[src/rtl/spi_tx_feeder_if.sv]
`default_nettype none
// +--------------------------------------------------------------------+
// | spi_tx_feeder_if                                                   |
// | Write-side and transmitter-side signals of the SPI byte feeder.    |
// | Revision: 1.0                                                      |
// +--------------------------------------------------------------------+
interface spi_tx_feeder_if;
  logic       wr_en;
  logic [7:0] wr_data;
  logic       wr_dc;
  logic [7:0] cfg_prescalor;
  logic       clr_err;
  logic       spi_valid;
  logic [9:0] control;
  logic [7:0] data_in;
  logic       full;
  logic       empty;
  logic       busy;
  logic       done;
  logic       ovf;
  logic       tmo;

  modport master (
    output wr_en, wr_data, wr_dc, cfg_prescalor, clr_err, spi_valid,
    input  control, data_in, full, empty, busy, done, ovf, tmo
  );

  modport slave (
    input  wr_en, wr_data, wr_dc, cfg_prescalor, clr_err, spi_valid,
    output control, data_in, full, empty, busy, done, ovf, tmo
  );
endinterface
`default_nettype wire

[src/rtl/spi_tx_feeder.sv]
`default_nettype none
// +--------------------------------------------------------------------+
// | spi_tx_feeder                                                      |
// | FIFO-buffered byte sequencer feeding the SPI transmitter control.  |
// | Optional watchdog: define SPI_FEED_TIMEOUT_EN.                     |
// | Revision: 1.0                                                      |
// +--------------------------------------------------------------------+
module spi_tx_feeder #(
  parameter int DEPTH      = 16,
  parameter int GAP_CYCLES = 2,
  parameter int TIMEOUT    = 4096
) (
  input logic            clk,
  input logic            reset,
  spi_tx_feeder_if.slave bus
);
  localparam int AW = $clog2(DEPTH);
  localparam int CW = AW + 1;

  typedef enum logic [2:0] {
    S_IDLE  = 3'd0,
    S_LOAD  = 3'd1,
    S_START = 3'd2,
    S_WAIT  = 3'd3,
    S_GAP   = 3'd4
  } state_t;

  state_t        r_state;
  logic [8:0]    r_mem [DEPTH];
  logic [AW-1:0] r_wptr;
  logic [AW-1:0] r_rptr;
  logic [CW-1:0] r_count;
  logic [CW-1:0] w_count_next;
  logic          r_full;
  logic          r_empty;
  logic          r_ovf;
  logic          r_enable;
  logic          r_dc;
  logic          r_busy;
  logic          r_done;
  logic [7:0]    r_presc;
  logic [7:0]    r_data;
  logic [7:0]    r_gap;
  logic          w_push;
  logic          w_pop;

`ifdef SPI_FEED_TIMEOUT_EN
  localparam int TW = $clog2(TIMEOUT + 1);
  logic [TW-1:0] r_wdog;
  logic          r_tmo;
`endif

  // full is the registered value, so a same-cycle pop never frees room for a push
  assign w_push = bus.wr_en && !r_full;
  assign w_pop  = (r_state == S_LOAD);

  always_comb begin
    w_count_next = r_count;
    if (w_push && !w_pop)
      w_count_next = r_count + CW'(1);
    else if (!w_push && w_pop)
      w_count_next = r_count - CW'(1);
  end

  always_ff @(posedge clk) begin
    if (w_push)
      r_mem[r_wptr] <= {bus.wr_dc, bus.wr_data};
  end

  always_ff @(posedge clk or negedge reset) begin
    if (!reset) begin
      r_wptr  <= '0;
      r_rptr  <= '0;
      r_count <= '0;
      r_full  <= 1'b0;
      r_empty <= 1'b1;
      r_ovf   <= 1'b0;
    end else begin
      if (w_push)
        r_wptr <= r_wptr + AW'(1);
      if (w_pop)
        r_rptr <= r_rptr + AW'(1);
      r_count <= w_count_next;
      r_full  <= (w_count_next == CW'(DEPTH));
      r_empty <= (w_count_next == '0);
      if (bus.clr_err)
        r_ovf <= 1'b0;
      if (bus.wr_en && r_full)
        r_ovf <= 1'b1;
    end
  end

  always_ff @(posedge clk or negedge reset) begin
    if (!reset) begin
      r_state  <= S_IDLE;
      r_enable <= 1'b0;
      r_dc     <= 1'b0;
      r_data   <= '0;
      r_presc  <= '0;
      r_busy   <= 1'b0;
      r_done   <= 1'b0;
      r_gap    <= '0;
`ifdef SPI_FEED_TIMEOUT_EN
      r_wdog   <= '0;
      r_tmo    <= 1'b0;
`endif
    end else begin
      r_done <= 1'b0;
`ifdef SPI_FEED_TIMEOUT_EN
      if (bus.clr_err)
        r_tmo <= 1'b0;
`endif
      case (r_state)
        S_IDLE: begin
          r_enable <= 1'b0;
          if (!r_empty) begin
            r_state <= S_LOAD;
            r_busy  <= 1'b1;
          end
        end
        S_LOAD: begin
          {r_dc, r_data} <= r_mem[r_rptr];
          r_presc        <= bus.cfg_prescalor;
          r_state        <= S_START;
        end
        S_START: begin
          r_enable <= 1'b1;
          r_state  <= S_WAIT;
`ifdef SPI_FEED_TIMEOUT_EN
          r_wdog   <= '0;
`endif
        end
        S_WAIT: begin
          if (bus.spi_valid) begin
            r_enable <= 1'b0;
            r_done   <= 1'b1;
            r_gap    <= '0;
            r_state  <= S_GAP;
          end
`ifdef SPI_FEED_TIMEOUT_EN
          else if (r_wdog == TW'(TIMEOUT - 1)) begin
            r_enable <= 1'b0;
            r_tmo    <= 1'b1;
            r_gap    <= '0;
            r_state  <= S_GAP;
          end else begin
            r_wdog <= r_wdog + TW'(1);
          end
`endif
        end
        S_GAP: begin
          r_enable <= 1'b0;
          if (r_gap == 8'(GAP_CYCLES - 1)) begin
            r_state <= S_IDLE;
            r_busy  <= 1'b0;
          end else begin
            r_gap <= r_gap + 8'd1;
          end
        end
        default: begin
          r_state  <= S_IDLE;
          r_enable <= 1'b0;
          r_busy   <= 1'b0;
        end
      endcase
    end
  end

  assign bus.control = {r_presc, r_dc, r_enable};
  assign bus.data_in = r_data;
  assign bus.full    = r_full;
  assign bus.empty   = r_empty;
  assign bus.busy    = r_busy;
  assign bus.done    = r_done;
  assign bus.ovf     = r_ovf;
`ifdef SPI_FEED_TIMEOUT_EN
  assign bus.tmo     = r_tmo;
`else
  assign bus.tmo     = 1'b0;
`endif

endmodule
`default_nettype wire

[src/flat_wrapper.sv]
// flat-port wrapper written by rule: the top's interface ports become plain ports
module spi_tx_feeder_flat 
#(
  parameter int DEPTH      = 16,
  parameter int GAP_CYCLES = 2,
  parameter int TIMEOUT    = 4096
)
  (clk, reset, bus_wr_en, bus_wr_data, bus_wr_dc, bus_cfg_prescalor, bus_clr_err, bus_spi_valid, bus_control, bus_data_in, bus_full, bus_empty, bus_busy, bus_done, bus_ovf, bus_tmo);
  spi_tx_feeder_if bus_i ();
  input logic clk;
  input logic reset;
  input wire logic [$bits(bus_i.wr_en)-1:0] bus_wr_en;
  input wire logic [$bits(bus_i.wr_data)-1:0] bus_wr_data;
  input wire logic [$bits(bus_i.wr_dc)-1:0] bus_wr_dc;
  input wire logic [$bits(bus_i.cfg_prescalor)-1:0] bus_cfg_prescalor;
  input wire logic [$bits(bus_i.clr_err)-1:0] bus_clr_err;
  input wire logic [$bits(bus_i.spi_valid)-1:0] bus_spi_valid;
  output wire logic [$bits(bus_i.control)-1:0] bus_control;
  output wire logic [$bits(bus_i.data_in)-1:0] bus_data_in;
  output wire logic [$bits(bus_i.full)-1:0] bus_full;
  output wire logic [$bits(bus_i.empty)-1:0] bus_empty;
  output wire logic [$bits(bus_i.busy)-1:0] bus_busy;
  output wire logic [$bits(bus_i.done)-1:0] bus_done;
  output wire logic [$bits(bus_i.ovf)-1:0] bus_ovf;
  output wire logic [$bits(bus_i.tmo)-1:0] bus_tmo;
  assign bus_i.wr_en = bus_wr_en;
  assign bus_i.wr_data = bus_wr_data;
  assign bus_i.wr_dc = bus_wr_dc;
  assign bus_i.cfg_prescalor = bus_cfg_prescalor;
  assign bus_i.clr_err = bus_clr_err;
  assign bus_i.spi_valid = bus_spi_valid;
  assign bus_control = bus_i.control;
  assign bus_data_in = bus_i.data_in;
  assign bus_full = bus_i.full;
  assign bus_empty = bus_i.empty;
  assign bus_busy = bus_i.busy;
  assign bus_done = bus_i.done;
  assign bus_ovf = bus_i.ovf;
  assign bus_tmo = bus_i.tmo;
  spi_tx_feeder #(.DEPTH(DEPTH), .GAP_CYCLES(GAP_CYCLES), .TIMEOUT(TIMEOUT)) u_core (.clk(clk), .reset(reset), .bus(bus_i));
endmodule
[config.mk]
export PLATFORM = sky130hd
export DESIGN_NAME = spi_tx_feeder_flat
export DESIGN_NICKNAME = d
export VERILOG_FILES = /design/src/rtl/spi_tx_feeder_if.sv /design/src/rtl/spi_tx_feeder.sv /design/src/flat_wrapper.sv
export SDC_FILE = /design/constraint.sdc
export NUM_CORES = 1
export LEC_CHECK = 0
export BUFFER_PORTS_ARGS = -buffer_cell sky130_fd_sc_hd__buf_2
export CAP_MARGIN = 20
export CORE_MARGIN = 2
export CORE_UTILIZATION = 60
export CTS_CLUSTER_DIAMETER = 50
export DETAILED_ROUTE_END_ITERATION = 12
export PLACE_DENSITY = 0.79
export SETUP_SLACK_MARGIN = 0.5
export SLEW_MARGIN = 20
export SYNTH_ARGS = -nofsm -noshare
export SYNTH_HDL_FRONTEND = slang
export SYNTH_SLANG_ARGS = --single-unit
[constraint.sdc]
create_clock -name clk -period 3.2 [get_ports clk]
set_clock_uncertainty 0.15 [all_clocks]
set_input_delay 0.8 -clock clk [delete_from_list [all_inputs] [get_ports clk]]
set_output_delay 0.8 -clock clk [all_outputs]
set_load 0.01 [all_outputs]
* Word level (Yosys, flattened, before mapping)
Memory sizes are Yosys's and may differ from the RTL's. A register that Yosys moved wholly into a read port is not among the register bits. Index checks and enable logic that the tools add are counted.
Word-level totals: memories kept 1, word-level logic and storage cells 67, flip-flop bits (word level) 38, memory bits (writable) 144
Cells by class: multiplexer cells 20, bitwise operators 2, eq/ne operators 10, reductions and logical operators 17, add/subtract/negate cells 5
Memories:
- u_core.r_mem | depth 16, bits a word 9, read ports 1, clocked after memory_dff 1, write ports 1, RTL line spi_tx_feeder.sv:29 | logic [8:0] r_mem [DEPTH];
Operator list (count):
- 8-bit 2-to-1 mux | 2
- 8-bit one-hot mux with 2 select lines | 1
- 3-bit one-hot mux with 5 select lines | 1
- 5-bit 2-to-1 mux | 2
- 1-bit 2-to-1 mux | 9
- 3-bit 2-to-1 mux | 3
- 3-bit AND reduction | 3
- 4-bit by 1-bit adder with 4-bit output (second input constant) | 2
- 8-bit by 1-bit adder with 8-bit output (second input constant) | 1
- 8-bit by 1-bit == test with 1-bit output (second input constant) | 1
- 3-bit by 2-bit == test with 1-bit output (second input constant) | 2
- 2-bit != test (second input constant) | 3
- 1-bit one-hot mux with 3 select lines | 2
- 5-bit by 1-bit adder with 5-bit output (second input constant) | 1
- 5-bit == test (second input constant) | 1
- 5-bit logical NOT | 1
- 5-bit by 1-bit subtractor with 5-bit output (second input constant) | 1
- 1-bit logical AND | 4
- 1-bit logical NOT | 4
- 2-bit nonzero test | 2
- 3-bit by 1-bit == test with 1-bit output (second input constant) | 1
- 3-bit == test (second input constant) | 1
- 3-bit logical NOT | 1
- 3-bit OR reduction | 1
- other kinds (3) | 4

* Depth between registers and ports, before layout
Gate-level depths: netlist of run 1.
word-level depth 7, depth in mapped cells 7, depth with buffers taken out 6

* Worst setup path after synthesis of run 1
No wires, ideal clock.
path type input to register, start point in bus_wr_en, end point mem u_core.r_mem[3][0], enable pin, stages on the path 4, setup slack 466 ps, data arrival time 2197 ps, setup time 387 ps, required time 2663 ps, path through nor2b_1 > clkbuf_1 > nand2_1 > nor3_1
On the way: cells in the longest elaborated chain, start to end 3
RTL lines:
- from (decl) | RTL line flat_wrapper.sv:12 | input wire logic [$bits(bus_i.wr_en)-1:0] bus_wr_en;
- 1-bit logical AND | RTL line spi_tx_feeder.sv:54 | assign w_push = bus.wr_en && !r_full;
- 1-bit 2-to-1 mux | RTL line spi_tx_feeder.sv:66 | if (w_push)
- 1-bit 2-to-1 mux (implied by the code) | RTL line spi_tx_feeder.sv:67 | r_mem[r_wptr] <= {bus.wr_dc, bus.wr_data};
- to (decl) | RTL line spi_tx_feeder.sv:29
Every way passes these cells.

==> flow_summary.ini, run 1 <==
[yosys]
seq_area_frac_synth = 0.7026
syn_inst = 463
ys_warn_count = 0
async_flop_share = 0.2461
syn-num-nets = 494
synth_cell_types = 59
synth_seq_cells = 191
yosys-top-cells-area = edfxtp_1 (55%), dfrtp_1 (15%), mux4_2 (10%), mux2i_1 (2.3%), nand2_1 (2.3%)
yosysTopAreaCell = edfxtp_1
synth_edf_count = 144
synth.cell_area_mm2 = 0.007830
synthFlopType = edfxtp_1
yosys.area.top_type_share = 0.5523
avgSynthCellArea_um2 = 16.91

[routing]
drtPass1Iterations = 5
detail_route.wl_per_cell_um = 22.53
viasPerCell = 6.110
postRouteWirelength_um = 16040
ant_nets = 0
drtIter0Drc = 429
drc = 0
vias = 4350

[placement]
place_inst = 680
placed_cell_area_mm2 = 0.008364
gp_congestion = 0.8038
io_buffers = 44
dp_hpwl_um = 10510

[cells_and_area]
regArea_mm2 = 0.005503
multi_input_area_mm2 = 0.002161
num-fill-cells = 798
finalNonFillerCells = 712
final_nets = 558
drive_above_1_share = 0.2907
final_util = 0.7082
final_area_mm2 = 0.008974
antenna_cells = 0
area_growth_pct = 14.61

[power]
powerDensity_mw_per_mm2 = 905.5
sw_frac_of_total = 0.3209
p_int_mw = 5.518
power_switching_mw = 2.608
ir_worst_vdd_uv = 684.3
seqPwrFrac = 0.434
pwr-share-clk = 0.268
p_leak_nw = 3.299
combinationalPowerShare = 0.298

[global_routing]
grt_pass1_vias = 4475
antenna_found_initial = 0
grt-ovfl-total = 0
grt_start_max_net_pins = 42
grt_pass1_wl_um = 25590
grt_usage = 0.2526

[worst_setup_path]
cpPeakStageDelay_ns = 0.55
path_delay_family = multiplexers
crit_fanout = 13
cp_cell_sequence = buf_4 -> mux4_2 -> mux2i_1 -> a2bb2oi_1 -> o21ai_1
worst_ep_arrival_time_ns = 2.43
path_class = reg -> reg
crit_buf_inv = 1
cp_slowest_cell = mux4_2
crit_path_end_kind = flop
cp-start-kind = flop
required_ns = 3.36

[cts]
cts_made_buffers = 17
clkTransAtPathRegs_ns = 0.07
cts_hold_repair.buffers = 0
post-cts-setup-buffer-count = 0
clk_latency_ns = 0.43
cts_tree = yes
clock-sinks = 191
cts_max_level = 4
root_buffer = clkbuf_16
cts_resized = 0
clockBufferDepth = 2

[sta]
max_freq_mhz = 441.8
drv_slew = 0
final_hold_viol_count = 0
rsz0062_at_grt = false
period_needed_ns = 2.263
fin_crit_sh = 0.7073
maxSlewHeadroom = 0.3439
setup_tns_ns = 0
worst_slew_pin_slew_ns = 0.9841
setup_viol = 0

[outcome]
status = completed

[die]
dieArea_mm2 = 0.01398
core-area_mm2 = 0.01267
start_util = 0.6180
die_w_um = 118.2
ioPinCount = 46
dieHeight_um = 118.2
rows = 41

[worst_hold_path]
hold_path.class = reg -> reg

[flow_run]
maxCapViolations = 0
-- power groups by stage --
stage / registers [mW] / clock network (mW) / logic, mW
global placement: 3.54 / 0 / 2.34
CTS: 3.52 / 2.20 / 2.44
finish: 3.53 / 2.18 / 2.42
floorplan: 3.38 / 0 / 1.80
detailed placement: 3.57 / 0 / 2.42
global route: 3.58 / 2.30 / 2.63
-- logic make-up after synthesis --
group / count (synthesis) / synth area share
AOI/OAI and AO/OA: 43 / 0.03931
xor gates and xnor gates: 13 / 0.01454
adders and majority gates: 9 / 0.01438
buffers and inverters: 35 / 0.02205
DFF: 191 / 0.7026
muxes: 55 / 0.1266
other: 1 / 0.0004789
and+or+nand+nor: 116 / 0.08006
-- final timing paths --
path                                   start               endpoint  slack (ns)  cells after the start
min in group asynchronous              reset      u_core.r_count[3]        0.38                      1
min                        u_core.r_presc[4]      u_core.r_presc[4]        0.33                      2
min reg2reg                u_core.r_presc[4]      u_core.r_presc[4]        0.33                      2
max reg2reg                 u_core.r_rptr[0]  u_core.bus.data_in[5]        0.94                      5
max                         u_core.r_rptr[0]  u_core.bus.data_in[5]        0.94                      5
max in group asynchronous              reset      u_core.r_presc[6]        1.84                      2
-- placed cells by master (no fill, tap or decap), types with 9 or more instances in the layout --
cell       synthesis  final
edfxtp_1         144    144
nand2_1           47     47
dfrtp_1           46     45
buf_2              8     44
mux4_2            35     35
buf_4              6     26
nor2_1            18     18
mux2i_1           18     18
clkbuf_16          0     17
xnor2_1           11     11
o21ai_1           10     10
nor3_1            10      9
ha_1               9      9
-- metrics by stage --
step	hold WS [ns]	setup slack [ns]	total power [mW]
finish	0.3279	0.9367	8.126
floorplan	0.3198	0.5030	5.176
global route	0.3484	0.8390	8.520
global placement	0.3037	0.6662	5.877
detailed placement	0.3122	0.6471	5.986
CTS	0.3275	0.9032	8.169
-- cells in the mapped netlist, types with 4 or more instances --
| master | number |
|---|---|
| a2bb2oi_1 | 7 |
| buf_1 | 4 |
| buf_2 | 8 |
| buf_4 | 6 |
| clkbuf_1 | 7 |
| dfrtp_1 | 46 |
| edfxtp_1 | 144 |
| ha_1 | 9 |
| inv_1 | 7 |
| mux2i_1 | 18 |
| mux4_2 | 35 |
| nand2_1 | 47 |
| nand2b_1 | 5 |
| nand3_1 | 5 |
| nand3b_1 | 4 |
| nand4_1 | 5 |
| nor2_1 | 18 |
| nor3_1 | 10 |
| o21ai_0 | 6 |
| o21ai_1 | 10 |
| xnor2_1 | 11 |
-- layer usage --
| layer | global-route usage | share of wire |
|---|---|---|
| met1 | 0.3262 | 0.39 |
| met2 | 0.4162 | 0.51 |
| met3 | 0.06129 | 0.071 |
| met4 | 0.1017 | 0.025 |
| met5 | 0 | 0 |
-- worst min-delay path: stages (launching register included) --
cell and delay, ns:
dfrtp_1 0.34, nand2_1 0.05, nand2_1 0.05
-- sequential cells by signal, indices dropped and copies added, names as in the netlist, 3 cells and up --
register            cells
u_core.r_wptr           4
u_core.r_rptr           4
u_core.r_state          3
u_core.bus.data_in      8
u_core.r_gap            8
u_core.r_mem          144
u_core.r_count          5
u_core.r_presc          8
-- final cells by class --
class,count,area share
Clock buffer,19,0.04824
Tap cell,172,0.02398
Clock inverter,13,0.01966
Multi-Input combinational cell,237,0.2408
Sequential cell,191,0.6132
Inverter,8,0.003346
Timing Repair Buffer,72,0.05075
Power figures use the tool's default switching activity.
==> run 2: changes to the inputs <==
--- a/config.mk
+++ b/config.mk
@@ -5,13 +5,14 @@
 export SDC_FILE = /design/constraint.sdc
 export NUM_CORES = 1
 export LEC_CHECK = 0
+export ABC_AREA = 1
 export BUFFER_PORTS_ARGS = -buffer_cell sky130_fd_sc_hd__buf_2
 export CAP_MARGIN = 20
 export CORE_MARGIN = 2
-export CORE_UTILIZATION = 60
+export CORE_UTILIZATION = 61
 export CTS_CLUSTER_DIAMETER = 50
 export DETAILED_ROUTE_END_ITERATION = 12
-export PLACE_DENSITY = 0.79
+export PLACE_DENSITY = 0.8
 export SETUP_SLACK_MARGIN = 0.5
 export SLEW_MARGIN = 20
 export SYNTH_ARGS = -nofsm -noshare
==> constraint.sdc (replaced) <==
create_clock -name clk -period 2.2 [get_ports clk]
set_clock_uncertainty 0.15 [all_clocks]
set_input_delay 0.55 -clock clk [delete_from_list [all_inputs] [get_ports clk]]
set_output_delay 0.55 -clock clk [all_outputs]
set_load 0.01 [all_outputs]
==> run 2 against run 1 <==
Net effect: die area is 1.5% higher; sequential power is 41% higher; sequential share of layout area is 5.5 points lower; wire length is 32% higher; combinational power is 140% higher; critical path type is now reg -> out; global-route usage is 3.1 points higher; critical path depth is 4 lower; worst hold slack worse by 0.16 ns; first-iteration DRC count is 120% higher; non-clock buffer count stayed put.
==> flow_summary.ini, run 2 <==
[yosys]
syn-num-nets = 788
async_flop_share = 0.2461
yosysTopAreaCell = edfxtp_1
avgSynthCellArea_um2 = 10.68
syn_inst = 757
seq_area_frac_synth = 0.6807
synth_edf_count = 144
synth_seq_cells = 191
synth.cell_area_mm2 = 0.008083
yosysMostFrequentCell = nand2_1
ys_warn_count = 0
synthFlopType = edfxtp_1
synthTopCellsByCount = nand2_1 (285), edfxtp_1 (144), nand3_1 (127)
yosys.area.top_type_share = 0.5350
synth_cell_types = 38
yosys-top-cells-area = edfxtp_1 (53%), dfrtp_1 (14%), nand2_1 (13%), nand3_1 (7.9%), ha_1 (1.4%)

[sta]
layout_setup_ws_ns = 0.4227
rsz0062_at_grt = true
whs_ns = 0.1689
setup_tns_ns = 0
drv_slew = 0
maxSlewHeadroom = 0.6314
worst_slew_pin_slew_ns = 0.5529
period_needed_ns = 1.777
fin_crit_sh = 0.8079
max_freq_mhz = 562.7
setup_viol = 0
final_hold_viol_count = 0

[die]
dieHeight_um = 119.1
dieArea_mm2 = 0.01419
start_util = 0.6177
die_w_um = 119.1
core-area_mm2 = 0.01309
ioPinCount = 46
rows = 42

[worst_setup_path]
rr_worst_depth = 10
cp_cell_sequence = buf_6
critical_path_cell_count = 1
path_class = reg -> out
cp_slowest_cell = dfstp_2
crit_path_end_kind = primary output
required_ns = 1.50
crit_buf_inv = 1
path_delay_family = flip-flops
r2r_slack_ns = 0.46
cp-start-kind = flop
worst_ep_arrival_time_ns = 1.08
cpPeakStageDelay_ns = 0.55
crit_fanout = 2

[flow_run]
maxCapViolations = 0

[cts]
clock-sinks = 191
root_buffer = clkbuf_16
cts_max_level = 4
cts_tree = yes
cts_made_buffers = 17
clkTransAtPathRegs_ns = 0.07
clk_latency_ns = 0.43
clockBufferDepth = 2

[routing]
drtPass1Iterations = 6
viasPerCell = 6.049
postRouteWirelength_um = 21190
vias = 6103
ant_nets = 0
detail_route.wl_per_cell_um = 21.00
drc = 0
drtIter0Drc = 924

[cells_and_area]
largest_reg_flops = 144
layout_common_cells = nand2_1 (259), edfxtp_1 (144), nand3_1 (99)
antenna_cells = 0
final_nets = 853
area_growth_pct = 21.92
largest-register = u_core.r_mem
mostFrequentLayoutCell = nand2_1
num-fill-cells = 777
drive_above_1_share = 0.2497

[placement]
pre_cts_slack_ns = 0.1788
io_buffers = 44
dp_hpwl_um = 11500
gp_congestion = 0.8419

[global_routing]
grt_usage = 0.2840
antenna_found_initial = 0
grt_start_max_net_pins = 39
grt_pass1_wl_um = 29860
grt_pass1_vias = 5576
grt-ovfl-total = 0

[worst_hold_path]
holdPathStages = 3
hold_path.class = in -> reg

[outcome]
status = completed

[power]
p_leak_nw = 3.998
ir_worst_vdd_uv = 750.0
powerDensity_mw_per_mm2 = 1424
-- run 2: cell types whose count changed after synthesis, moves of 9 or more --
cell and change:
inv_1 +15, mux4_2 -35, nor2_1 +10, xor2_1 +9
buf_2 +10, nand2_1 +238, mux2i_1 -17, nor3_1 -9
nand3_1 +122, xnor2_1 -11
-- run 2: worst reg2reg max path, cell delays in order, from the launching register on --
cell and delay (ns):
dfrtp_2 0.42, buf_4 0.15, buf_12 0.16, nand2_1 0.11, nand3_1 0.13, nand3_2 0.15, nand2_1 0.10, nand2_1 0.09
nand2_1 0.07, nand2_1 0.06, nand2_1 0.05
-- run 2: kinds of logic after synthesis --
logic type      count (synthesis)  share of synthesized area
mux                             1                   0.001238
other cells                     1                  0.0004640
buf+inv                        68                    0.03669
flops                         191                     0.6807
simple gates                  458                     0.2416
xor+xnor                       11                    0.01192
compound gates                 18                    0.01347
fa+ha+maj                       9                    0.01393
-- run 2: path summary, 6_finish.rpt --
check                                startpoint                     to
max in group asynchronous                 reset       u_core.bus.empty
hold reg to reg               u_core.r_presc[1]      u_core.r_presc[1]
hold / removal             bus_cfg_prescalor[1]      u_core.r_presc[1]
setup reg to reg               u_core.r_rptr[0]  u_core.bus.data_in[5]
min in group asynchronous                 reset      u_core.r_presc[4]
setup / recovery               u_core.bus.empty              bus_empty
-- run 2: layout make-up --
type	instances	area, um2	share of cell area
tap	176	220.2	0.02235
timing repair inverter	1	8.758	0.0008888
clock inverter	12	170.2	0.01727
timing repair buffer	72	621.8	0.06310
multi-input combinational	506	2741	0.2782
inverter	33	157.7	0.01600
sequential	191	5505	0.5587
clock buffer	18	429.2	0.04355
-- run 2: through the flow --
step | cell area (um2) | utilization | cells | total power, mW
3_3_place_gp | 8572 | 0.6551 | 950 | 9.175
2_1_floorplan | 8220 | - | 757 | 8.115
5_1_grt | 9854 | 0.7531 | 1009 | 14.69
6_report | 9854 | 0.7531 | 1009 | 14.03
3_5_place_dp | 8572 | 0.6551 | 950 | 9.341
4_1_cts | 9351 | 0.7147 | 993 | 12.82
-- run 2: per-layer routing --
| layer | vias up | GRT usage | routed length [um] |
|---|---|---|---|
| li1 | 2692 | - | - |
| met2 | 418 | 0.4379 | 10400 |
| met1 | 2936 | 0.3890 | 8039 |
| met5 | - | 0 | 0 |
| met4 | 0 | 0.1235 | 604 |
| met3 | 57 | 0.06944 | 2148 |
-- run 2: power by group --
group / total, mW / leakage, nW / internal (mW) / switching, mW
combinational: 5.92 / 1.83 / 2.05 / 3.87
clock: 3.13 / 0.281 / 1.88 / 1.25
sequential: 4.99 / 1.89 / 4.54 / 0.444
total: 14.0 / 4.00 / 8.47 / 5.57
-- run 2: timing repair --
action / CTS / global route
hold buffers: 1 / 0
setup buffers: 5 / 9
endpoints found under the setup margin: 138 / 142
endpoints found under the hold margin: 21 / 0
gates resized for setup: 14 / 88
pin swaps: 9 / 25
gates cloned: 7 / 7
